**src/rtl/ctrl_pipe_sched_if.sv**
```systemverilog
// ctrl_pipe_sched_if: instruction-in / control-word-out bundle for ctrl_pipe_sched.
//   in_valid, instruction : fetch side offers an instruction
//   in_ready              : scheduler takes it this cycle when in_valid && in_ready
//   ex_cw/mem_cw/wb_cw    : 22-bit control words held in the EX/MEM/WB slots
//   ex_busy               : multi-cycle mul is holding EX
//   illegal               : one-cycle pulse after an undecodable instruction is taken
// master = fetch/datapath side, slave = scheduler.
interface ctrl_pipe_sched_if;
   logic        in_valid;
   logic [31:0] instruction;
   logic        in_ready;
   logic [21:0] ex_cw;
   logic [21:0] mem_cw;
   logic [21:0] wb_cw;
   logic        ex_busy;
   logic        illegal;

   modport master (output in_valid, instruction,
                   input  in_ready, ex_cw, mem_cw, wb_cw, ex_busy, illegal);
   modport slave  (input  in_valid, instruction,
                   output in_ready, ex_cw, mem_cw, wb_cw, ex_busy, illegal);
endinterface

```
**src/rtl/ctrl_pipe_sched.sv**
```systemverilog
// ctrl_pipe_sched: decodes 32-bit instructions into 22-bit control words and
// issues them through registered EX/MEM/WB slots, stalling the front end on
// read-after-write hazards and while a multi-cycle mul occupies EX.
//   clk   : clock
//   rst_n : synchronous active-low reset
//   bus   : ctrl_pipe_sched_if.slave (instruction in, stage control words out)
module ctrl_pipe_sched #(
   parameter int MUL_CYCLES = 2,
   parameter bit WB_BYPASS  = 1'b0,
   parameter bit TRACK_R0   = 1'b0
) (
   input  logic             clk,
   input  logic             rst_n,
   ctrl_pipe_sched_if.slave bus
);
   localparam int CNT_W = (MUL_CYCLES > 1) ? $clog2(MUL_CYCLES) : 1;

   typedef struct packed {
      logic [4:0] src_a;
      logic [4:0] src_b;
      logic       mux_b_imm;
      logic       mux_alu_mul;
      logic [1:0] alu_op;
      logic       mem_wr;
      logic       wb_mem;
      logic [4:0] dest;
      logic       write_rf;
   } cw_t;

   cw_t             ex_q, mem_q, wb_q;
   logic [CNT_W-1:0] mul_cnt;
   logic            illegal_q;

   cw_t  dec_cw;
   logic dec_legal, use_a, use_b;
   logic hazard, ex_busy, accept;

   logic [5:0] opcode, funct;
   assign opcode = bus.instruction[31:26];
   assign funct  = bus.instruction[5:0];

   // shamt-position bits carry no meaning in this ISA
   logic unused_bits;
   assign unused_bits = ^bus.instruction[10:6];

   always_comb begin
      dec_cw    = '0;
      dec_legal = 1'b1;
      use_a     = 1'b0;
      use_b     = 1'b0;
      case (opcode)
         6'b000001: begin
            dec_cw.src_a     = bus.instruction[25:21];
            dec_cw.src_b     = bus.instruction[20:16];
            dec_cw.dest      = bus.instruction[15:11];
            dec_cw.mux_b_imm = 1'b1;
            dec_cw.write_rf  = 1'b1;
            use_a            = 1'b1;
            use_b            = 1'b1;
            case (funct)
               6'd32: dec_cw.alu_op = 2'b00;
               6'd34: dec_cw.alu_op = 2'b01;
               6'd36: dec_cw.alu_op = 2'b10;
               6'd37: dec_cw.alu_op = 2'b11;
               6'd50: dec_cw.mux_alu_mul = 1'b1;
               6'd31: begin
                  dec_cw = '0;
                  use_a  = 1'b0;
                  use_b  = 1'b0;
               end
               default: begin
                  dec_cw    = '0;
                  dec_legal = 1'b0;
                  use_a     = 1'b0;
                  use_b     = 1'b0;
               end
            endcase
         end
         6'b000010: begin
            dec_cw.src_a    = bus.instruction[25:21];
            dec_cw.dest     = bus.instruction[20:16];
            dec_cw.wb_mem   = 1'b1;
            dec_cw.write_rf = 1'b1;
            use_a           = 1'b1;
         end
         6'b000011: begin
            dec_cw.src_a  = bus.instruction[25:21];
            dec_cw.src_b  = bus.instruction[20:16];
            dec_cw.mem_wr = 1'b1;
            use_a         = 1'b1;
            use_b         = 1'b1;
         end
         default: dec_legal = 1'b0;
      endcase
      // r0 is hardwired zero: a write to it is dropped at decode
      if (!TRACK_R0 && dec_cw.dest == 5'd0)
         dec_cw.write_rf = 1'b0;
   end

   function automatic logic slot_hit(input logic [4:0] src, input cw_t slot);
      return slot.write_rf && (slot.dest == src) && (TRACK_R0 || src != 5'd0);
   endfunction

   function automatic logic src_hit(input logic [4:0] src);
      return slot_hit(src, ex_q) || slot_hit(src, mem_q) ||
             (!WB_BYPASS && slot_hit(src, wb_q));
   endfunction

   assign hazard  = bus.in_valid &&
                    ((use_a && src_hit(dec_cw.src_a)) || (use_b && src_hit(dec_cw.src_b)));
   assign ex_busy = (mul_cnt != '0);
   assign accept  = bus.in_valid && bus.in_ready;

   always_ff @(posedge clk) begin
      if (!rst_n) begin
         ex_q      <= '0;
         mem_q     <= '0;
         wb_q      <= '0;
         mul_cnt   <= '0;
         illegal_q <= 1'b0;
      end else begin
         illegal_q <= accept && !dec_legal;
         wb_q      <= mem_q;
         if (ex_busy) begin
            // mul still computing: EX holds, MEM sees bubbles
            mem_q   <= '0;
            mul_cnt <= mul_cnt - CNT_W'(1);
         end else begin
            mem_q <= ex_q;
            ex_q  <= accept ? dec_cw : '0;
            if (accept && dec_cw.mux_alu_mul && MUL_CYCLES > 1)
               mul_cnt <= CNT_W'(MUL_CYCLES - 1);
         end
      end
   end

   assign bus.in_ready = rst_n && !hazard && !ex_busy;
   assign bus.ex_cw    = ex_q;
   assign bus.mem_cw   = mem_q;
   assign bus.wb_cw    = wb_q;
   assign bus.ex_busy  = ex_busy;
   assign bus.illegal  = illegal_q;
endmodule

```
**src/flat_wrapper.sv**
```systemverilog
// flat-port wrapper written by rule: the top's interface ports become plain ports
module ctrl_pipe_sched_flat 
#(
   parameter int MUL_CYCLES = 2,
   parameter bit WB_BYPASS  = 1'b0,
   parameter bit TRACK_R0   = 1'b0
)
  (clk, rst_n, bus_in_valid, bus_instruction, bus_in_ready, bus_ex_cw, bus_mem_cw, bus_wb_cw, bus_ex_busy, bus_illegal);
  ctrl_pipe_sched_if bus_i ();
  input  logic clk;
  input  logic rst_n;
  input wire logic [$bits(bus_i.in_valid)-1:0] bus_in_valid;
  input wire logic [$bits(bus_i.instruction)-1:0] bus_instruction;
  output wire logic [$bits(bus_i.in_ready)-1:0] bus_in_ready;
  output wire logic [$bits(bus_i.ex_cw)-1:0] bus_ex_cw;
  output wire logic [$bits(bus_i.mem_cw)-1:0] bus_mem_cw;
  output wire logic [$bits(bus_i.wb_cw)-1:0] bus_wb_cw;
  output wire logic [$bits(bus_i.ex_busy)-1:0] bus_ex_busy;
  output wire logic [$bits(bus_i.illegal)-1:0] bus_illegal;
  assign bus_i.in_valid = bus_in_valid;
  assign bus_i.instruction = bus_instruction;
  assign bus_in_ready = bus_i.in_ready;
  assign bus_ex_cw = bus_i.ex_cw;
  assign bus_mem_cw = bus_i.mem_cw;
  assign bus_wb_cw = bus_i.wb_cw;
  assign bus_ex_busy = bus_i.ex_busy;
  assign bus_illegal = bus_i.illegal;
  ctrl_pipe_sched #(.MUL_CYCLES(MUL_CYCLES), .WB_BYPASS(WB_BYPASS), .TRACK_R0(TRACK_R0)) u_core (.clk(clk), .rst_n(rst_n), .bus(bus_i));
endmodule
```
**config.mk**
```make
export PLATFORM = sky130hd
export DESIGN_NAME = ctrl_pipe_sched_flat
export DESIGN_NICKNAME = d
export VERILOG_FILES = /design/src/rtl/ctrl_pipe_sched_if.sv /design/src/rtl/ctrl_pipe_sched.sv /design/src/flat_wrapper.sv
export SDC_FILE = /design/constraint.sdc
export NUM_CORES = 1
export LEC_CHECK = 0
export ABC_AREA = 1
export CORE_MARGIN = 1
export CORE_UTILIZATION = 46
export CTS_BUF_LIST = sky130_fd_sc_hd__clkbuf_8 sky130_fd_sc_hd__clkbuf_16
export CTS_CLUSTER_DIAMETER = 200
export DETAILED_ROUTE_END_ITERATION = 10
export HOLD_SLACK_MARGIN = 0.15
export PLACE_DENSITY_LB_ADDON = 0.1
export SYNTH_ARGS = -nofsm -noshare
export SYNTH_HDL_FRONTEND = slang
export SYNTH_SLANG_ARGS = --single-unit
```
**constraint.sdc**
```tcl
create_clock -name clk -period 3.05 [get_ports clk]
set_input_delay 0.61 -clock clk [delete_from_list [all_inputs] [get_ports clk]]
set_output_delay 0.61 -clock clk [all_outputs]
set_load 0.01 [all_outputs]
```
-- Word-level counts from Yosys, hierarchy flattened
Cells that the tools add are included.
- register bits after elaboration: 68
- bits of input ports: 35
- output and inout port bits: 69
- word-level logic and storage cells: 99
- $add $sub $neg: 1
- equality and inequality tests: 15
- mux-type cells: 18
- bitwise logic cells: 1
- reductions and logical operators: 35
- operator list (operator ; number):
    $eq A5 B5 Y1 ; 6
    $eq A6 B6 Y1 const B ; 5
    $mux W22 ; 1
    $logic_and A1 B1 Y1 ; 20
    $pmux W5 S2 ; 2
    $pmux W7 S2 ; 1
    $eq A6 B2 Y1 const B ; 2
    $mux W11 ; 1
    $reduce_bool A5 Y1 ; 2
    $pmux W1 S2 ; 4
    $eq A6 B1 Y1 const B ; 1
    $eq A6 B5 Y1 const B ; 1
    $mux W1 ; 6
    $mux W6 ; 1
    $pmux W2 S3 ; 1
    $reduce_or A6 Y1 ; 1
    $logic_not A5 Y1 ; 1
    $logic_or A1 B1 Y1 ; 5
    $reduce_or A5 Y1 ; 1
    $mux W4 ; 1
    $reduce_or A2 Y1 ; 2
    $logic_not A1 Y1 ; 3
    $not A1 Y1 ; 1
    $sub A1 B1 Y1 const B ; 1

-- Logic depth before layout (Yosys ltp)
- word-level depth: 19
- mapped depth: 19
- depth with buffers taken out: 17

-- Worst setup path after synthesis
OpenSTA, ideal clock, no wires.
- path type: input-to-output
- from: input port bus_instruction[31]
- to: output port bus_in_ready
- arrival time: 2062 ps
- required time: 2440 ps
- slack: 378 ps
- cell stages on the path: 14
- path buffers: 1
- cell sequence: nor2_1 inv_2 nor3_4 buf_6 nand3_2 nand2_2 inv_2 nor2_1 nor2_1 nand3_1 nand3_1 nand2_1 nand2_1 a21oi_1
- longest elaborated chain between the ends: 14
- elaborated cells on any way between the ends: 39
- classes of those cells: 9 x eq/ne; 4 x mux; 26 x reduce/logical
- RTL lines (item ; RTL line ; source):
    start, declared ; flat_wrapper.sv:13 ; input wire logic [$bits(bus_i.instruction)-1:0] bus_instruction;
    $eq A6 B2 Y1 ; ctrl_pipe_sched.sv:51 ; case (opcode)
    $reduce_or A2 Y1 (no source line) ; n/a ;
    $pmux W5 S2 ; ctrl_pipe_sched.sv:51 ;
    $eq A5 B5 Y1 ; ctrl_pipe_sched.sv:101 ; return slot.write_rf && (slot.dest == src) && (TRACK_R0 || src != 5'd0);
    $logic_and A1 B1 Y1 (2 in series) ; ctrl_pipe_sched.sv:101 ;
    $logic_or A1 B1 Y1 (2 in series) ; ctrl_pipe_sched.sv:105 ; return slot_hit(src, ex_q) || slot_hit(src, mem_q) ||
    $logic_and A1 B1 Y1 ; ctrl_pipe_sched.sv:110 ; ((use_a && src_hit(dec_cw.src_a)) || (use_b && src_hit(dec_cw.src_b)));
    $logic_or A1 B1 Y1 * ; ctrl_pipe_sched.sv:110 ;
    $logic_and A1 B1 Y1 * ; ctrl_pipe_sched.sv:109 ; assign hazard = bus.in_valid &&
    $logic_not A1 Y1 * ; ctrl_pipe_sched.sv:137 ; assign bus.in_ready = rst_n && !hazard && !ex_busy;
    $logic_and A1 B1 Y1 * (2 in series) ; ctrl_pipe_sched.sv:137 ;
    end, declared ; flat_wrapper.sv:14 ; output wire logic [$bits(bus_i.in_ready)-1:0] bus_in_ready;
Every way passes the cells marked *; elsewhere a longest branch is shown, timed or not.

-- Final worst setup path
- from: input port bus_instruction[29]
- to: output port bus_in_ready
Same word-level chain as after synthesis.

==> flow_metrics.tcl <==
set metrics [dict create \
    die-width_um 84.6 \
    io_pins 104 \
    root_buffer "clkbuf_8" \
    core_area_um2 6460 \
    cp_max_fo 6 \
    path_buf_inv 4 \
    ys.warnings.count 0 \
    cts_tree "built" \
    fin_crit_sh_pct 98.2 \
    p_leak_nw 2.23 \
    hold_viol_final 0 \
    grt_max_degree 26 \
    fin_cells 699 \
    dieArea_um2 7150 \
    post-place-cells 676 \
    start_util_pct 48.6 \
    crit_chain "buf_6 > nor2_4 > nand2_2 > nor3_4 > buf_6 > nand3_4 > buf_6 > nand3_1 > nand2_1 > nor2_2 > nand3_1 > nand3_1 > nand2_2 > nand2_2 > a21oi_2 > buf_2" \
    status "finished with violations" \
    dr_total_vias 3681 \
    row_count 29 \
    crit_family "simple AND/OR/NAND/NOR gates" \
    synth_seq_cells 68 \
    grt_pass1_vias 3435 \
    min_path_type "reg2reg" \
    drc_errors 3 \
    nets 653 \
    fmaxAchievable_mhz 334 \
    grt.overflow.total 0 \
    cts.path.max_buffers 2 \
    cts.sinks 68 \
    avgSynthCellArea_um2 6.72 \
    port_buffers 98 \
    clock_latency_ns 0.34 \
    vias_per_cell 5.27 \
    post_drt_wl_per_cell_um 15.7 \
    clock-skew-final_ns 0.0131 \
    post-dp-hpwl_um 7690 \
    wl_um 10900 \
    violations "DRC" \
    initialDrtViolationCount 205 \
    synth_area_um2 3140 \
    worst-setup-path-type "in2out" \
    final_util_pct 78.6 \
    htreeDepth 3 \
    crit_path_start "bus_instruction[29]" \
    maxCapViolCount 0 \
    end_kind "output port" \
    ir_drop_mv 0.281 \
    worst_slew_margin_rel_pct 67.0 \
    synth_area_leaders "dfxtp_1 (43%), nand2_1 (16%), inv_1 (8.4%)" \
    worstMarginPinSlew_ns 0.493 \
    rsz0062_at_grt "true" \
    gr-usage-all-layers_pct 30.1 \
    synth_cells 467 \
    diodes 0 \
    slowest_stage "nor3_4" \
    cts.clk_slew.worst_paths_ns 0.07 \
    hp-start "u_core.bus.mem_cw[12]" \
    drv_slew 0 \
    drt_first_pass_iters 10 \
    worstPathArrival_ns 2.38 \
    synth_top_area_share_pct 43.4 \
    setup_viol 0 \
    critPathRequiredTime_ns 2.44 \
    r2r_start "u_core.bus.ex_cw[3]" \
    cp-start-kind "input pin" \
    power_density_nw_per_um2 344 \
    gp_congestion 0.873 \
    syn_to_final_growth_pct 61.8 \
    max_stage_delay_ns 0.25 \
    ys_types 22 \
    numCtsBuffers 9 \
    dieHeight_um 84.6 \
    syn_nets 502 \
    period_needed_ns 2.99 \
    r2r_setup_slack_ns 0.83 \
    grt_pass1_wl_um 16600 \
    layout-drive-gt1-share_pct 25.4 \
    drtAntennaViolNets 0 \
    yosys.area.top_type "dfxtp_1" \
    ys_seq_area_share_pct 43.4 \
    grt_antenna_before_repair 0 \
]
routing by layer:
layer | wire length [µm] | share of wire (%) | track usage [%]
met5 | 0 | 0 | 0
met4 | 255 | 2.3 | 11.6
met3 | 813 | 7.4 | 5.60
met2 | 5550 | 51 | 53.8
met1 | 4330 | 40 | 35.8
sequential cells by signal, indices dropped and copies added (netlist names):
register            flops
u_core.bus.ex_cw       22
u_core.bus.mem_cw      22
u_core.bus.wb_cw       22
u_core.bus.ex_busy      1
u_core.bus.illegal      1
synth_stat cells, drive strengths merged:
| library cell | n |
|---|---|
| dfxtp | 68 |
| a21oi | 23 |
| nand3 | 50 |
| clkbuf | 13 |
| nand4 | 23 |
| a22o | 2 |
| nand2 | 139 |
| nor2 | 55 |
| nor3 | 4 |
| o21ai | 2 |
| inv | 75 |
| o211ai | 1 |
| nand3b | 2 |
| buf | 5 |
| nor4 | 4 |
| o22ai | 1 |
final cells by class:
class	instances	area [µm²]
repair buffers	158	1440
flip-flops and latches	68	1360
fillers	460	1380
well taps	77	96.3
clock buffers	9	124
clock inverters	6	57.6
inverters	75	282
multi-input cells	306	1710
worst min-delay path: cells and delay by family (launching register included):
kind | cells | cell delay (ns)
simple gates | 1 | 0.06
buf+inv | 1 | 0.03
flops | 1 | 0.31
cell usage in the layout, fill, tap and decap left out, drive strengths merged, types with 15 or more instances in the layout:
cell type	n
a21oi	23
buf	67
clkbuf	15
clkdlybuf4s50	85
dfxtp	68
inv	76
nand2	139
nand3	50
nand4	23
nor2	55
per-stage QoR:
stage	power [mW]	worst slack (ns)	setup TNS [ns]	hold slack, ns	cell area [µm²]
floorplan	0.955	0.378	0	0.461	3140
global placement	1.03	-0.843	-5.88	0.415	4510
detailed placement	1.03	-0.904	-7.85	0.426	4510
CTS	1.73	0.00431	0	0.435	4900
global route	1.80	-0.0575	-0.0575	0.453	5070
finish	1.74	0.0562	0	0.434	5070
what timing repair did:
action,in CTS,in global routing
endpoints found under the setup margin,17,21
buffers inserted,5,3
gates resized for setup,76,62
hold buffers,0,0
pin swaps,33,37
kinds of logic (layout without fill, tap and decap cells):
group | count (synthesis) | in the layout | synth area share [%]
AOI/OAI and AO/OA | 29 | 29 | 4.99
and+or+nand+nor | 277 | 277 | 39.6
buffers and inverters | 93 | 248 | 12.0
DFF | 68 | 68 | 43.4
power breakdown:
group          internal, mW  switching, mW
logic                0.0614         0.0816
registers             0.888       0.000929
clock network         0.367          0.344
total                  1.32          0.427
worst paths after layout:
path                                             end  cells after the start
worst max-delay path                    bus_in_ready                     16
worst min-delay path            u_core.bus.wb_cw[12]                      2
worst max register to register  u_core.bus.ex_cw[17]                     15
worst min register to register  u_core.bus.wb_cw[12]                      2
Note: power is estimated with default switching activity, not from simulation.
